## config.mk

```make
export PLATFORM = sky130hd
export DESIGN_NAME = depacketizer
export DESIGN_NICKNAME = d
export VERILOG_FILES = /design/src/rtl/depacketizer_pkg.sv /design/src/rtl/depacketizer_mm2s.sv /design/src/rtl/depacketizer.sv
export SDC_FILE = /design/constraint.sdc
export NUM_CORES = 1
export LEC_CHECK = 0
export ABC_AREA = 1
export ABC_CLOCK_PERIOD_IN_PS = 2620
export CAP_MARGIN = 10
export CORE_ASPECT_RATIO = 2
export CORE_MARGIN = 10
export CORE_UTILIZATION = 26
export CTS_BUF_LIST = sky130_fd_sc_hd__clkbuf_16
export CTS_CLUSTER_SIZE = 12
export DETAILED_ROUTE_END_ITERATION = 8
export PLACE_DENSITY_LB_ADDON = 0.2
export SYNTH_ARGS = -nofsm -noshare
export SYNTH_HDL_FRONTEND = slang
export SYNTH_SLANG_ARGS = --single-unit
```

## constraint.sdc

```tcl
create_clock -name aclk -period 2.62 [get_ports aclk]
set_clock_uncertainty 0.15 [all_clocks]
set_input_delay 0.655 -clock aclk [delete_from_list [all_inputs] [get_ports aclk]]
set_output_delay 0.655 -clock aclk [all_outputs]
set_load 0.01 [all_outputs]
```

## src/rtl/depacketizer_pkg.sv

```systemverilog
// depacketizer_pkg: definitions shared by the depacketizer files.
//   - AXI4-Lite register offsets and their word indices (address bits [29:2])
//   - ERRORS register bit positions
//   - AXI response codes
//   - FSM state types
//   - write_register: byte-strobe merge helper, shared with the packetizer
package depacketizer_pkg;

  localparam logic [31:0] CONFIG_OFF = 32'h0000_0200;
  localparam logic [31:0] STATUS_OFF = 32'h0000_0204;
  localparam logic [31:0] PKTCNT_OFF = 32'h0000_0208;
  localparam logic [31:0] ERRORS_OFF = 32'h0000_020C;

  // Word indices compared against address bits [29:2].
  localparam logic [27:0] CONFIG_IDX = CONFIG_OFF[29:2];
  localparam logic [27:0] STATUS_IDX = STATUS_OFF[29:2];
  localparam logic [27:0] PKTCNT_IDX = PKTCNT_OFF[29:2];
  localparam logic [27:0] ERRORS_IDX = ERRORS_OFF[29:2];

  localparam int ERR_EARLY_LAST   = 0;
  localparam int ERR_MISSING_LAST = 1;

  localparam logic [1:0] RESP_OKAY   = 2'b00;
  localparam logic [1:0] RESP_SLVERR = 2'b10;

  typedef enum logic {WR_IDLE = 1'b0, WR_RESP = 1'b1} wr_state_t;
  typedef enum logic {RD_IDLE = 1'b0, RD_DATA = 1'b1} rd_state_t;

  // Merge new_val into old_val, one byte per strobe bit.
  function automatic logic [31:0] write_register(input logic [31:0] old_val,
                                                 input logic [31:0] new_val,
                                                 input logic [3:0]  strb);
    logic [31:0] result;
    for (int i = 0; i < 4; i++) begin
      result[8*i +: 8] = strb[i] ? new_val[8*i +: 8] : old_val[8*i +: 8];
    end
    return result;
  endfunction

endpackage

```

## src/rtl/depacketizer_mm2s.sv

```systemverilog
// depacketizer_mm2s: stream side of the depacketizer.
// Holds the 2-entry skid buffer, the beat counter, output tlast generation,
// the sticky framing-error flags and the good-packet counter.
//
// Ports:
//   clk, rst              clock, synchronous active-high reset
//   config_reg            index of the last beat of a packet; 0 = intake off
//   err_clr               W1C pulses for the error flags (bit positions from pkg)
//   s_tdata/tvalid/tready/tlast   input stream from the DMA
//   m_tdata/tvalid/tready/tlast   output sample stream (all registered)
//   counter               current beat index within the packet
//   pktcnt                good packets seen, saturating
//   err_flags             sticky {missing_last, early_last}
//
// Handshake: a beat moves when tvalid and tready are both high at a rising
// clock edge; a manager holds tdata/tlast stable while tvalid is high and
// tready is low, and never drops tvalid before the transfer.
module depacketizer_mm2s
  import depacketizer_pkg::*;
#(
  parameter int DATA_WIDTH = 32,
  parameter int CNT_WIDTH  = 32
) (
  input  logic                  clk,
  input  logic                  rst,
  input  logic [31:0]           config_reg,
  input  logic [1:0]            err_clr,
  input  logic [DATA_WIDTH-1:0] s_tdata,
  input  logic                  s_tvalid,
  output logic                  s_tready,
  input  logic                  s_tlast,
  output logic [DATA_WIDTH-1:0] m_tdata,
  output logic                  m_tvalid,
  input  logic                  m_tready,
  output logic                  m_tlast,
  output logic [CNT_WIDTH-1:0]  counter,
  output logic [CNT_WIDTH-1:0]  pktcnt,
  output logic [1:0]            err_flags
);

  // Largest counter value; a CONFIG at or above it never ends a packet locally.
  localparam logic [32:0] CNT_LIMIT = 33'((64'd1 << CNT_WIDTH) - 64'd1);
  localparam logic [CNT_WIDTH-1:0] CNT_ONE = 1;

  // Entry 0 is the output register, entry 1 the skid slot.
  logic [DATA_WIDTH-1:0] data0, data1;
  logic                  last0, last1;
  logic                  v0, v1;

  logic push, pop, cfg_on, at_end;
  logic beat_last, good_evt;
  logic [1:0] err_evt;

  assign cfg_on   = (config_reg != 32'd0);
  assign s_tready = cfg_on & ~v1 & ~rst;
  assign push     = s_tvalid & s_tready;
  assign pop      = v0 & m_tready;

  assign at_end = ({1'b0, config_reg} < CNT_LIMIT) &&
                  ({1'b0, config_reg} == 33'(counter));

  always_comb begin
    err_evt                   = 2'b00;
    err_evt[ERR_EARLY_LAST]   = push & s_tlast & ~at_end;
    err_evt[ERR_MISSING_LAST] = push & ~s_tlast & at_end;
    good_evt                  = push & s_tlast & at_end;
    // Either boundary (DMA tlast or local count) closes the output packet.
    beat_last                 = s_tlast | at_end;
  end

  always_ff @(posedge clk) begin
    if (rst) begin
      counter   <= '0;
      pktcnt    <= '0;
      err_flags <= 2'b00;
    end else begin
      if (push) counter <= beat_last ? '0 : counter + CNT_ONE;
      if (good_evt && (pktcnt != '1)) pktcnt <= pktcnt + CNT_ONE;
      // A set event wins over a simultaneous clear.
      err_flags <= (err_flags & ~err_clr) | err_evt;
    end
  end

  always_ff @(posedge clk) begin
    if (rst) begin
      data0 <= '0;
      data1 <= '0;
      last0 <= 1'b0;
      last1 <= 1'b0;
      v0    <= 1'b0;
      v1    <= 1'b0;
    end else begin
      case ({pop, push})
        2'b11: begin
          if (v1) begin
            data0 <= data1;
            last0 <= last1;
            data1 <= s_tdata;
            last1 <= beat_last;
          end else begin
            data0 <= s_tdata;
            last0 <= beat_last;
          end
        end
        2'b10: begin
          if (v1) begin
            data0 <= data1;
            last0 <= last1;
            v1    <= 1'b0;
          end else begin
            v0 <= 1'b0;
          end
        end
        2'b01: begin
          if (!v0) begin
            data0 <= s_tdata;
            last0 <= beat_last;
            v0    <= 1'b1;
          end else begin
            data1 <= s_tdata;
            last1 <= beat_last;
            v1    <= 1'b1;
          end
        end
        default: ;
      endcase
    end
  end

  assign m_tdata  = data0;
  assign m_tlast  = last0;
  assign m_tvalid = v0;

endmodule

```

## src/rtl/depacketizer.sv

```systemverilog
// depacketizer: accepts the DMA MM2S stream, checks packet length against
// CONFIG, regenerates packet boundaries and forwards samples downstream.
// AXI4-Lite register file:
//   0x200 CONFIG  RW   last-beat index (0 = disabled)
//   0x204 STATUS  RO   current beat counter
//   0x208 PKTCNT  RO   good packets, saturating
//   0x20C ERRORS  W1C  bit0 early_last, bit1 missing_last
//
// Ports:
//   aclk, areset                 clock, synchronous active-high reset
//   s_axis_mm2s_*                input stream from the DMA
//   m_axis_data_*                output sample stream
//   last                         copy of m_axis_data_tlast
//   s_axi_lite_*                 AXI4-Lite configuration subordinate
module depacketizer
  import depacketizer_pkg::*;
#(
  parameter int DATA_WIDTH = 32,
  parameter int CNT_WIDTH  = 32
) (
  input  logic                  aclk,
  input  logic                  areset,
  input  logic [DATA_WIDTH-1:0] s_axis_mm2s_tdata,
  input  logic                  s_axis_mm2s_tvalid,
  output logic                  s_axis_mm2s_tready,
  input  logic                  s_axis_mm2s_tlast,
  output logic [DATA_WIDTH-1:0] m_axis_data_tdata,
  output logic                  m_axis_data_tvalid,
  input  logic                  m_axis_data_tready,
  output logic                  m_axis_data_tlast,
  output logic                  last,
  input  logic [31:0]           s_axi_lite_awaddr,
  input  logic [2:0]            s_axi_lite_awprot,
  input  logic                  s_axi_lite_awvalid,
  output logic                  s_axi_lite_awready,
  input  logic [31:0]           s_axi_lite_wdata,
  input  logic [3:0]            s_axi_lite_wstrb,
  input  logic                  s_axi_lite_wvalid,
  output logic                  s_axi_lite_wready,
  output logic [1:0]            s_axi_lite_bresp,
  output logic                  s_axi_lite_bvalid,
  input  logic                  s_axi_lite_bready,
  input  logic [31:0]           s_axi_lite_araddr,
  input  logic [2:0]            s_axi_lite_arprot,
  input  logic                  s_axi_lite_arvalid,
  output logic                  s_axi_lite_arready,
  output logic [31:0]           s_axi_lite_rdata,
  output logic [1:0]            s_axi_lite_rresp,
  output logic                  s_axi_lite_rvalid,
  input  logic                  s_axi_lite_rready
);

  logic [31:0]          config_reg;
  logic [1:0]           err_clr;
  logic [CNT_WIDTH-1:0] counter, pktcnt;
  logic [1:0]           err_flags;

  depacketizer_mm2s #(
    .DATA_WIDTH(DATA_WIDTH),
    .CNT_WIDTH (CNT_WIDTH)
  ) u_mm2s (
    .clk       (aclk),
    .rst       (areset),
    .config_reg(config_reg),
    .err_clr   (err_clr),
    .s_tdata   (s_axis_mm2s_tdata),
    .s_tvalid  (s_axis_mm2s_tvalid),
    .s_tready  (s_axis_mm2s_tready),
    .s_tlast   (s_axis_mm2s_tlast),
    .m_tdata   (m_axis_data_tdata),
    .m_tvalid  (m_axis_data_tvalid),
    .m_tready  (m_axis_data_tready),
    .m_tlast   (m_axis_data_tlast),
    .counter   (counter),
    .pktcnt    (pktcnt),
    .err_flags (err_flags)
  );

  assign last = m_axis_data_tlast;

  // ---------------- write channel ----------------
  wr_state_t   wr_state, wr_state_next;
  logic        aw_have, w_have;
  logic [27:0] aw_idx;
  logic [31:0] wdata_q;
  logic [3:0]  wstrb_q;
  logic        cfg_busy, aw_is_cfg, w_blocked, commit;

  // CONFIG may only change between packets, so a CONFIG write waits for counter==0.
  assign cfg_busy  = (counter != '0);
  assign aw_is_cfg = (s_axi_lite_awaddr[29:2] == CONFIG_IDX);
  assign w_blocked = cfg_busy & (aw_have ? (aw_idx == CONFIG_IDX)
                                         : (s_axi_lite_awvalid & aw_is_cfg));

  assign s_axi_lite_awready = ~areset & (wr_state == WR_IDLE) & ~aw_have &
                              ~(aw_is_cfg & cfg_busy);
  assign s_axi_lite_wready  = ~areset & (wr_state == WR_IDLE) & ~w_have & ~w_blocked;
  assign commit = (wr_state == WR_IDLE) & aw_have & w_have &
                  ~((aw_idx == CONFIG_IDX) & cfg_busy);
  assign s_axi_lite_bvalid  = (wr_state == WR_RESP);

  always_comb begin
    err_clr = 2'b00;
    if (commit && (aw_idx == ERRORS_IDX) && wstrb_q[0]) begin
      err_clr[ERR_EARLY_LAST]   = wdata_q[ERR_EARLY_LAST];
      err_clr[ERR_MISSING_LAST] = wdata_q[ERR_MISSING_LAST];
    end
  end

  always_comb begin
    wr_state_next = wr_state;
    case (wr_state)
      WR_IDLE: if (commit) wr_state_next = WR_RESP;
      WR_RESP: if (s_axi_lite_bready) wr_state_next = WR_IDLE;
      default: wr_state_next = WR_IDLE;
    endcase
  end

  always_ff @(posedge aclk) begin
    if (areset) wr_state <= WR_IDLE;
    else        wr_state <= wr_state_next;
  end

  always_ff @(posedge aclk) begin
    if (areset) begin
      aw_have          <= 1'b0;
      w_have           <= 1'b0;
      aw_idx           <= '0;
      wdata_q          <= '0;
      wstrb_q          <= '0;
      config_reg       <= '0;
      s_axi_lite_bresp <= RESP_OKAY;
    end else begin
      if (s_axi_lite_awvalid && s_axi_lite_awready) begin
        aw_have <= 1'b1;
        aw_idx  <= s_axi_lite_awaddr[29:2];
      end
      if (s_axi_lite_wvalid && s_axi_lite_wready) begin
        w_have  <= 1'b1;
        wdata_q <= s_axi_lite_wdata;
        wstrb_q <= s_axi_lite_wstrb;
      end
      if (commit) begin
        aw_have <= 1'b0;
        w_have  <= 1'b0;
        if (aw_idx == CONFIG_IDX) config_reg <= write_register(config_reg, wdata_q, wstrb_q);
        s_axi_lite_bresp <= ((aw_idx == CONFIG_IDX) || (aw_idx == ERRORS_IDX)) ? RESP_OKAY
                                                                              : RESP_SLVERR;
      end
    end
  end

  // ---------------- read channel ----------------
  rd_state_t   rd_state, rd_state_next;
  logic [31:0] rd_mux;
  logic [1:0]  rd_resp;

  assign s_axi_lite_arready = ~areset & (rd_state == RD_IDLE);
  assign s_axi_lite_rvalid  = (rd_state == RD_DATA);

  always_comb begin
    rd_mux  = 32'd0;
    rd_resp = RESP_OKAY;
    case (s_axi_lite_araddr[29:2])
      CONFIG_IDX: rd_mux = config_reg;
      STATUS_IDX: rd_mux = 32'(counter);
      PKTCNT_IDX: rd_mux = 32'(pktcnt);
      ERRORS_IDX: rd_mux = {30'd0, err_flags};
      default:    rd_resp = RESP_SLVERR;
    endcase
  end

  always_comb begin
    rd_state_next = rd_state;
    case (rd_state)
      RD_IDLE: if (s_axi_lite_arvalid) rd_state_next = RD_DATA;
      RD_DATA: if (s_axi_lite_rready) rd_state_next = RD_IDLE;
      default: rd_state_next = RD_IDLE;
    endcase
  end

  always_ff @(posedge aclk) begin
    if (areset) rd_state <= RD_IDLE;
    else        rd_state <= rd_state_next;
  end

  always_ff @(posedge aclk) begin
    if (areset) begin
      s_axi_lite_rdata <= '0;
      s_axi_lite_rresp <= RESP_OKAY;
    end else if (s_axi_lite_arvalid && s_axi_lite_arready) begin
      s_axi_lite_rdata <= rd_mux;
      s_axi_lite_rresp <= rd_resp;
    end
  end

  // Protection bits and the byte/upper address bits are not decoded.
  logic unused_ok;
  assign unused_ok = ^{s_axi_lite_awprot, s_axi_lite_arprot,
                       s_axi_lite_awaddr[31:30], s_axi_lite_awaddr[1:0],
                       s_axi_lite_araddr[31:30], s_axi_lite_araddr[1:0]};

endmodule

```

==> summary.txt, run 1 <==
Global route
  – Largest net degree at the start of global routing: 112
  – Global Route Usage Sum: 18.1%
  – Vias in the first global route: 16.2k
  – Initial antenna violation count: 0
  – First-pass GRT wire length: 94700 um
  – GR Overflow Total: 0

Logic synthesis
  – Syn. warnings: 0
  – Netlist cell types: 50
  – Synth Area in Adders: 0.597%
  – Post-synthesis compound-gate area fraction: 17.0%
  – Post-synthesis xor/xnor area fraction: 2.86%
  – Most numerous cell in the Yosys netlist: nand2_1
  – Post-synth top flop: dfxtp_1
  – Avg Synthesized Cell Area: 6.59 um^2
  – Mux cell area share after synthesis: 0%
  – Synth cell count leaders: nand2_1 (589), dfxtp_1 (268), a21oi_1 (217)
  – Asr flop ratio synth: 0%
  – Largest family of logic cells by synthesized area: simple AND/OR/NAND/NOR gates
  – #FFs+latches synth: 268
  – Dominant cells by area after synthesis: dfxtp_1 (37%), nand2_1 (15%), a21oi_1 (7.4%), o21ai_0 (5.9%), nor2_1 (5.4%)
  – EDFF count, synth: 0
  – Syn Inst Count: 2227
  – Netlist Area Pre-Place: 14700 um^2
  – Simple-gate share of the synthesized area: 32.3%
  – Register area share after synthesis: 36.5%
  – Synth top area share: 36.5%
  – Largest area contributor in the netlist: dfxtp_1

Setup path
  – R2R Path Start: config_reg[14]
  – WP data required: 1810 ps
  – Critical setup path kind: register to primary output
  – Startpoint Class: register
  – Setup crit start: u_mm2s.counter[11]
  – Critical Path Fanout Max: 2
  – Critical Path Sink Type: primary output
  – Arr. time, crit path: 2130 ps

Floorplan
  – Die ar.: 66900 um^2
  – Top Ports: 225
  – Chip height: 356 um
  – Core ar.: 56200 um^2
  – Row count: 123
  – Die W: 188 um
  – Starting density of the core: 26.1%

Clocking
  – Clk slew on worst S/H paths: 70 ps
  – # H-tree levels: 1
  – CTS root buffer: clkbuf_16
  – CTS Hold Bufs: 0
  – CTS tree: done
  – Clk sinks: 268
  – Longest Clk Path Bufs: 3
  – Clk_lat worst skew: 590 ps
  – CTS buffer count: 29

Timing
  – Hold WS: 299 ps
  – Final Hold Fails: 0
  – Tightest Pin Transition: 785 ps
  – RSZ-0062 raised after global routing: true
  – Maximum clock rate: 340 MHz
  – Max Transition Viols Final: 0
  – Final Setup Violations: 3
  – Setup TNS: -679 ps
  – Fin crit share: 112%
  – Worst relative slew slack: 47.2%
  – Final Worst Setup Slack: -319 ps
  – Final Critical Period: 2940 ps

Power
  – Total chip power: 8.87 mW
  – Maximum vdd drop: 0.370 mV
  – PD cells: 427 nW/um^2
  – Leak: 8.11 nW

Routing
  – Via count: 16.2k
  – Post-DRT Antenna Nets: 0
  – Initial DRC count: 1106
  – Drt pass-1 iters: 7
  – Vias/cell: 4.85
  – Final WL: 66200 um
  – Wire per inst: 19.8 um
  – DRC viols: 0

Finish
  – NumNets Final: 2727
  – Layout area overhead: 41.5%
  – Filler cells: 6022
  – Antenna diodes: 0
  – Layout cells sized above 1: 17.7%

Job
  – # Max-Cap Violations: 0

Hold path
  – Hold_sp: aw_idx[5]
  – HP Class: register to register

Placement
  – Post-DP HPWL: 47500 um
  – RePlAce Congestion: 1.01
  – Port bufs: 208

Run status
  – Failing checks: setup timing
  – Outcome: complete, but fails checks
worst max-delay path, stage by stage, from the launching register on:
cell and delay, ps:
dfxtp_1 320, nor4_2 360, buf_4 170, nand2_1 50, nor2_1 170, nand2_4 90
nand3_4 90, and3_4 190, buf_6 100
worst paths after layout:
kind	to	cells past startpoint	slack (ps)
max	s_axi_lite_wready	8	-320
min	aw_idx[5]	2	300
max reg2reg	u_mm2s.data1[13]	16	40
min reg2reg	aw_idx[5]	2	300
layout by cell type, fill, tap and decap left out, types with 4 or more instances in the layout:
master,Yosys,layout
a21oi_1,217,211
a21oi_2,5,9
a31oi_1,34,33
buf_12,1,32
buf_16,0,4
buf_4,13,185
buf_6,17,15
clkbuf_16,0,40
clkdlybuf4s50_1,0,204
clkinv_1,1,6
clkinv_2,1,6
dfxtp_1,268,252
dfxtp_2,0,16
inv_1,193,189
inv_2,22,26
inv_4,1,6
nand2_1,589,569
nand2_2,7,18
nand2_4,1,9
nand3_1,102,99
nand3b_1,5,5
nand4_1,72,72
nor2_1,212,194
nor2_2,13,28
nor2_4,4,7
nor3_1,43,32
nor3_2,5,13
nor3_4,1,4
nor4_1,7,6
o21a_1,24,24
o21ai_0,174,113
o21ai_1,12,65
o21ai_2,0,6
xnor2_1,17,17
xor2_1,31,31
where the power goes:
| group | internal (mW) | total, mW | switching, mW |
|---|---|---|---|
| sequential | 4.15 | 4.19 | 0.0419 |
| clock | 2.08 | 3.91 | 1.83 |
| combinational | 0.383 | 0.770 | 0.388 |
layer usage:
metal	up-vias	global-route usage, %	part of all wire, %
met1	7571	17.1	34
met2	475	35.2	55
li1	7956	-	-
met5	-	0	0
met4	0	11.5	6.9
met3	172	2.93	4.3
cell families after synthesis:
logic type | after synthesis
xor gates and xnor gates | 48
buffers and inverters | 356
and+or+nand+nor | 1078
DFF | 268
adders and majority gates | 7
AOI/OAI and AO/OA | 469
other | 1
layout make-up:
class | count | area (um^2) | share of cell area [%]
multi-input cells | 1604 | 8150 | 39.3
flip-flops and latches | 268 | 5390 | 25.9
repair buffers | 451 | 4630 | 22.3
well taps | 750 | 938 | 4.52
inverters | 218 | 835 | 4.02
clock buffers | 29 | 726 | 3.49
clock inverters | 18 | 108 | 0.518
through the flow:
| stage | std cells | instance area, um^2 | setup WS, ps | util (%) |
|---|---|---|---|---|
| 2_1_floorplan | 2228 | 14700 | 0.00666 | - |
| 3_3_place_gp | 3249 | 18900 | -740 | 33.6 |
| 3_5_place_dp | 3249 | 18900 | -721 | 33.6 |
| 4_1_cts | 3313 | 20100 | -378 | 35.8 |
| 5_1_grt | 3338 | 20800 | -403 | 37.0 |
| 6_report | 3338 | 20800 | -319 | 37.0 |
repair_timing:
item	CTS	global route
setup endpoints to repair	69	102
buffers inserted	13	17
pin swaps	12	31
gates cloned	5	17
resized for setup	65	140
Note: power is estimated with default switching activity, not from simulation.
==> inputs of run 2 (changes only) <==
--- a/config.mk
+++ b/config.mk
@@ -15,6 +15,7 @@
 export CTS_CLUSTER_SIZE = 12
 export DETAILED_ROUTE_END_ITERATION = 8
 export PLACE_DENSITY_LB_ADDON = 0.2
+export REMOVE_ABC_BUFFERS = 1
 export SYNTH_ARGS = -nofsm -noshare
 export SYNTH_HDL_FRONTEND = slang
 export SYNTH_SLANG_ARGS = --single-unit
==> summary.txt, run 2 (synthesis gave the netlist of run 1 again) <==
Run status
  – Failing checks: setup timing
  – Outcome: complete, but fails checks

Setup path
  – CP peak stage delay: 370 ps (about the same)
  – Crit path max-delay cell type: dfxtp_1
  – Cell family with most CP delay: simple AND/OR/NAND/NOR gates
  – Critical setup path kind: register to primary output
  – WP buf/inv: 2 (unchanged)
  – Arr. time, crit path: 2130 ps (about the same)
  – Crit-path cells: inv_2, nand2_1, nor3_1, nand4_1, nor2_1, nand2_4, nand3_4, and3_4, buf_6
  – Startpoint Class: register
  – WP data required: 1810 ps (about the same)
  – Critical Path Sink Type: primary output
  – Critical Path Fanout Max: 4 (+2)

Routing
  – Wire per inst: 18.9 um (-4.5%)
  – Drt pass-1 iters: 7 (unchanged)
  – Initial DRC count: 778 (-30%)
  – Via count: 15.8k (-2.1%)
  – Final WL: 62800 um (-5.2%)
  – Post-DRT Antenna Nets: 0 (unchanged)
  – Vias/cell: 4.78 (-1.4%)
  – DRC viols: 0 (unchanged)

Placement
  – Post-DP HPWL: 46500 um (-1.9%)
  – Port bufs: 208 (unchanged)
  – Place WS: -754 ps (-32.8 ps)
  – RePlAce Congestion: 0.946 (-6.7%)

Timing
  – Tightest Pin Transition: 809 ps (+23.4 ps)
  – Final Worst Setup Slack: -319 ps (+0.109 ps)
  – Max Transition Viols Final: 0 (unchanged)
  – Maximum clock rate: 340 MHz (about the same)
  – Worst relative slew slack: 45.7% (-1.6 points)
  – RSZ-0062 raised after global routing: true
  – Fin crit share: 112% (about the same)
  – Final Setup Violations: 3 (unchanged)
  – Final Critical Period: 2940 ps (-0.109 ps)
  – Final Hold Fails: 0 (unchanged)

Power
  – Maximum vdd drop: 0.412 mV (+11%)
  – Total chip power: 8.76 mW (-1.3%)
  – PD cells: 430 nW/um^2 (+0.65%)
  – Leak: 7.98 nW (-1.6%)

Finish
  – Commonest non-fill, non-tap cell in the layout: nand2_1
  – NumNets Final: 2702 (-0.92%)
  – Layout cells sized above 1: 17.2% (-0.47 points)
  – Layout Utilization: 36.3% (-0.72 points)
  – Antenna diodes: 0 (unchanged)
  – Layout area overhead: 38.7%
  – Most frequent cells in the layout: nand2_1 (579), dfxtp_1 (257), nor2_1 (206), a21oi_1 (206), clkdlybuf4s50_1 (198)

Floorplan
  – Top Ports: 225 (unchanged)
  – Row count: 123 (unchanged)
  – Die W: 188 um (unchanged)
  – Chip height: 356 um (unchanged)
  – Die ar.: 66900 um^2 (unchanged)
  – Core ar.: 56200 um^2 (unchanged)
  – Starting density of the core: 26.1% (unchanged)

Hold path
  – HP Class: primary input to register

Global route
  – Vias in the first global route: 15.8k (-2.8%)
  – Largest net degree at the start of global routing: 88 (-21%)
  – GR Overflow Total: 0 (unchanged)
  – Global Route Usage Sum: 17.2% (-0.91 points)
  – First-pass GRT wire length: 90900 um (-4.0%)
  – Initial antenna violation count: 0 (unchanged)

Clocking
  – Clk sinks: 268 (unchanged)
  – CTS Hold Bufs: 0 (unchanged)
  – CTS root buffer: clkbuf_16
  – CTS tree: done
  – CTS buffer count: 29 (unchanged)
  – # H-tree levels: 1 (unchanged)
  – Clk slew on worst S/H paths: 60 ps (about the same)
  – Clk_lat worst skew: 590 ps (about the same)
  – Longest Clk Path Bufs: 3 (unchanged)

Job
  – # Max-Cap Violations: 0 (unchanged)
-- run 2: cell count changes in the layout (fill, tap and decap cells not counted), moves of 6 or more --
cell	change
a21oi_2	+7
nor2_2	-10
nor2_1	+12
nand2_2	-6
nand2_1	+10
dlymetal6s2s_1	+6
buf_6	-10
buf_12	-11
o21ai_1	-38
clkdlybuf4s50_1	-6
o21ai_2	+37
-- run 2: worst reg2reg max path: stages, from the launching register on --
cell       delay (ps)
dfxtp_2           320
inv_2              60
nand2_2            50
nor3_2            160
nand2_1           110
nor2_1            130
buf_4             150
nand2_4            70
nand3_4            80
inv_4              40
ha_4              170
nand2_4            70
inv_2              40
nor3_4            290
buf_12            200
clkbuf_16         200
o21ai_2            60
a31oi_1           160
-- run 2: cell type report --
cell class,instances,area (um^2)
Clock inverter,20,111
Timing Repair Buffer,426,4210
Fill cell,6045,35800
Inverter,218,830
Multi-Input combinational cell,1604,8170
Sequential cell,268,5380
Clock buffer,29,726
Tap cell,750,938
-- run 2: path summary, 6_finish.rpt --
check / slack [ps] / cells after the start / to / from
max: -320 / 9 / s_axi_lite_wready / u_mm2s.counter[21]
min: 260 / 3 / aw_idx[27] / s_axi_lite_awaddr[29]
max reg2reg: 30 / 17 / u_mm2s.m_tdata[22] / config_reg[25]
min reg2reg: 300 / 2 / aw_idx[27] / aw_idx[27]
-- run 2: per-stage QoR --
step / setup TNS [ps] / area (um^2) / std cells / hold WS [ps]
after floorplan: -301980 / 13900 / 2090 / 281
after detailed placement: -23150 / 18700 / 3245 / 295
after CTS: -795 / 19600 / 3295 / 304
final: -504 / 20400 / 3315 / 257
after global routing: -3990 / 20400 / 3315 / 286
after global placement: -21510 / 18700 / 3245 / 289
-- run 2: power by group --
part           internal, mW  switching (mW)
combinational         0.323           0.353
clock                  2.08            1.81
sequential             4.15          0.0399
total                  6.55            2.20
-- run 2: per-layer routing --
layer  vias up  global-route usage (%)  share of wire [%]
li1       7895                       -                  -
met1      7393                    16.9                 35
met2       413                    32.9                 54
met3       138                    2.35                4.0
met4         0                    10.9                6.6
met5         -                       0                  0
-- run 2: timing repair --
item | CTS | global route
setup buffers | 2 | 7
setup endpoints to repair | 94 | 71
pin swaps | 12 | 24
gates resized for setup | 43 | 173
cloned | 0 | 14
endpoints found under the hold margin | 0 | 0
==> inputs of run 3 (changes only) <==
--- a/config.mk
+++ b/config.mk
@@ -14,7 +14,6 @@
 export CTS_BUF_LIST = sky130_fd_sc_hd__clkbuf_16
 export CTS_CLUSTER_SIZE = 12
 export DETAILED_ROUTE_END_ITERATION = 8
-export PLACE_DENSITY_LB_ADDON = 0.2
 export REMOVE_ABC_BUFFERS = 1
 export SYNTH_ARGS = -nofsm -noshare
 export SYNTH_HDL_FRONTEND = slang
==> summary.txt, run 3 (synthesis gave the netlist of run 1 again) <==
Hold path
  – Hold Path Stages: 3 (unchanged)
  – HP Class: primary input to register
  – Hold_sp: areset

Routing
  – Drt pass-1 iters: 5 (-2)
  – Vias/cell: 4.79 (+0.20%)
  – Met2 wire length: 32800 um (-3.3%)
  – Via count: 15.9k (+0.35%)
  – Post-DRT Antenna Nets: 0 (unchanged)
  – DRC viols: 0 (unchanged)
  – Routed metal-1 wirelength: 20500 um (-7.7%)
  – Final WL: 60200 um (-4.2%)
  – Initial DRC count: 758 (-2.6%)
  – Top sig layer: met5
  – Wire per inst: 18.1 um (-4.3%)
  – Met3 wire len: 2740 um (+9.2%)

Floorplan
  – Chip height: 356 um (unchanged)
  – Die ar.: 66900 um^2 (unchanged)
  – Die W: 188 um (unchanged)
  – Core ar.: 56200 um^2 (unchanged)
  – Starting density of the core: 26.1% (unchanged)
  – Top Ports: 225 (unchanged)
  – Row count: 123 (unchanged)

Timing
  – Fin crit share: 112% (about the same)
  – Worst relative slew slack: 49.3% (+3.6 points)
  – RSZ-0062 raised after global routing: true
  – Max Transition Viols Final: 0 (unchanged)
  – Final Hold Fails: 0 (unchanged)
  – Maximum clock rate: 340 MHz (about the same)
  – Final Setup Violations: 3 (unchanged)
  – Final Worst Setup Slack: -321 ps (-2.58 ps)
  – Setup TNS: -692 ps (-187 ps)
  – Tightest Pin Transition: 761 ps (-48.0 ps)
  – Final Critical Period: 2940 ps (+2.58 ps)

Global route
  – Largest net degree at the start of global routing: 107 (+22%)
  – Initial antenna violation count: 1 (+1)
  – First-pass GRT wire length: 88500 um (-2.6%)
  – GR Overflow Total: 0 (unchanged)
  – Global Route Usage Sum: 16.8% (-0.47 points)
  – Vias in the first global route: 15.6k (-1.1%)

Power
  – PD cells: 432 nW/um^2 (+0.51%)
  – Leak: 7.94 nW (-0.50%)
  – Maximum vdd drop: 0.470 mV (+14%)

Setup path
  – WP buf/inv: 3 (+1)
  – Setup crit start: u_mm2s.counter[0]
  – Crit path max-delay cell type: dfxtp_2
  – Arr. time, crit path: 2140 ps (about the same)
  – WP data required: 1810 ps (about the same)
  – Number of cells on the critical path: 11 (+2)
  – Critical Path Sink Type: primary output
  – Cell family with most CP delay: simple AND/OR/NAND/NOR gates
  – Critical Path Fanout Max: 2 (-2)
  – R2R Path Start: config_reg[31]
  – CP peak stage delay: 320 ps (-50 ps)
  – Crit-path cells: inv_2, ha_4, nand2_2, nor3_2, nand4_1, nor2_1, buf_4, nand2_4, nand3_2, and3_4, buf_6
  – Critical setup path kind: register to primary output
  – Startpoint Class: register
  – R2R depth: 18 (+1)

Placement
  – RePlAce Congestion: 0.987 (+4.3%)
  – Post-DP HPWL: 44700 um (-4.0%)
  – Place WS: -797 ps (-42.6 ps)
  – Port bufs: 208 (unchanged)

Clocking
  – Longest Clk Path Bufs: 3 (unchanged)
  – Clk slew on worst S/H paths: 60 ps (about the same)
  – CTS buffer count: 28 (-3.4%)
  – # H-tree levels: 1 (unchanged)
  – Clk_lat worst skew: 590 ps (about the same)
  – CTS root buffer: clkbuf_16
  – CTS Hold Bufs: 0 (unchanged)
  – Clk sinks: 268 (unchanged)
  – CTS tree: done

Finish
  – Area of the multi-input gates: 8230 um^2 (+0.74%)
  – Reg area: 5380 um^2 (about the same)
  – Layout Utilization: 36.3% (+0.069 points)
  – Commonest non-fill, non-tap cell in the layout: nand2_1
  – Layout area overhead: 39.0%
  – Most frequent cells in the layout: nand2_1 (580), dfxtp_1 (260), a21oi_1 (210)
  – NumNets Final: 2712 (+0.37%)
  – Filler cells: 5988 (-0.94%)
  – Layout cells sized above 1: 17.9% (+0.71 points)

Job
  – # Max-Cap Violations: 0 (unchanged)

Run status
  – Failing checks: setup timing
  – Outcome: complete, but fails checks
==> run 3: cell types whose count changed in the layout (fill, tap and decap cells not counted), sizes merged <==
| cell | change |
|---|---|
| inv | -2 |
| buf | +16 |
| diode | +1 |
| bufinv | +1 |
| clkbuf | -5 |
| clkinv | -6 |
| clkdlybuf4s50 | +6 |
| dlymetal6s2s | -6 |
==> run 3: what timing repair did <==
action / in CTS / in global routing
pin swaps: 7 / 24
resized for setup: 43 / 183
setup buffers: 2 / 8
cloned: 1 / 8
setup endpoints to repair: 70 / 69
==> run 3: metrics by stage <==
stage          cells  hold WS (ps)  instance area (um^2)  total power [mW]
2_1_floorplan   2090           281                 13900              4.53
3_3_place_gp    3260           289                 18800              4.96
3_5_place_dp    3260           297                 18800              4.97
4_1_cts         3305           303                 19800              8.90
5_1_grt         3319           305                 20400              9.12
6_report        3320           302                 20400              8.82
==> run 3: path summary, 6_finish.rpt <==
| check | endpoint | slack (ps) |
|---|---|---|
| hold reg to reg | aw_idx[19] | 300 |
| hold / removal | s_axi_lite_bvalid | 300 |
| setup / recovery | s_axi_lite_wready | -320 |
| setup reg to reg | u_mm2s.m_tdata[22] | 30 |
==> run 3: metal layers <==
metal  vias to the layer above  global-route usage (%)
met2                       427                    32.5
met5                         -                       0
li1                       7922                       -
met3                       168                    2.73
met1                      7375                    15.6
met4                         2                    11.2
==> run 3: where the power goes <==
part           internal (mW)  switching (mW)  leakage, nW
registers               4.15          0.0420         2.17
logic                  0.352           0.354         5.34
clock network           2.16            1.76        0.424
==> run 3: worst register-to-register path, delay by kind of cell (launching register included) <==
kind	cells	cell delay, ps
buf+inv	7	860
simple gates	8	830
flops	1	320
compound gates	2	220
fa+ha+maj	1	170
==> run 3: area by class of cell <==
type,instances,area share [%]
antenna,1,0.0123
clock buffer,29,3.56
clock inverter,13,0.534
inverter,218,4.09
multi-input combinational,1604,40.3
sequential,268,26.3
tap,750,4.60
timing repair buffer,437,20.5
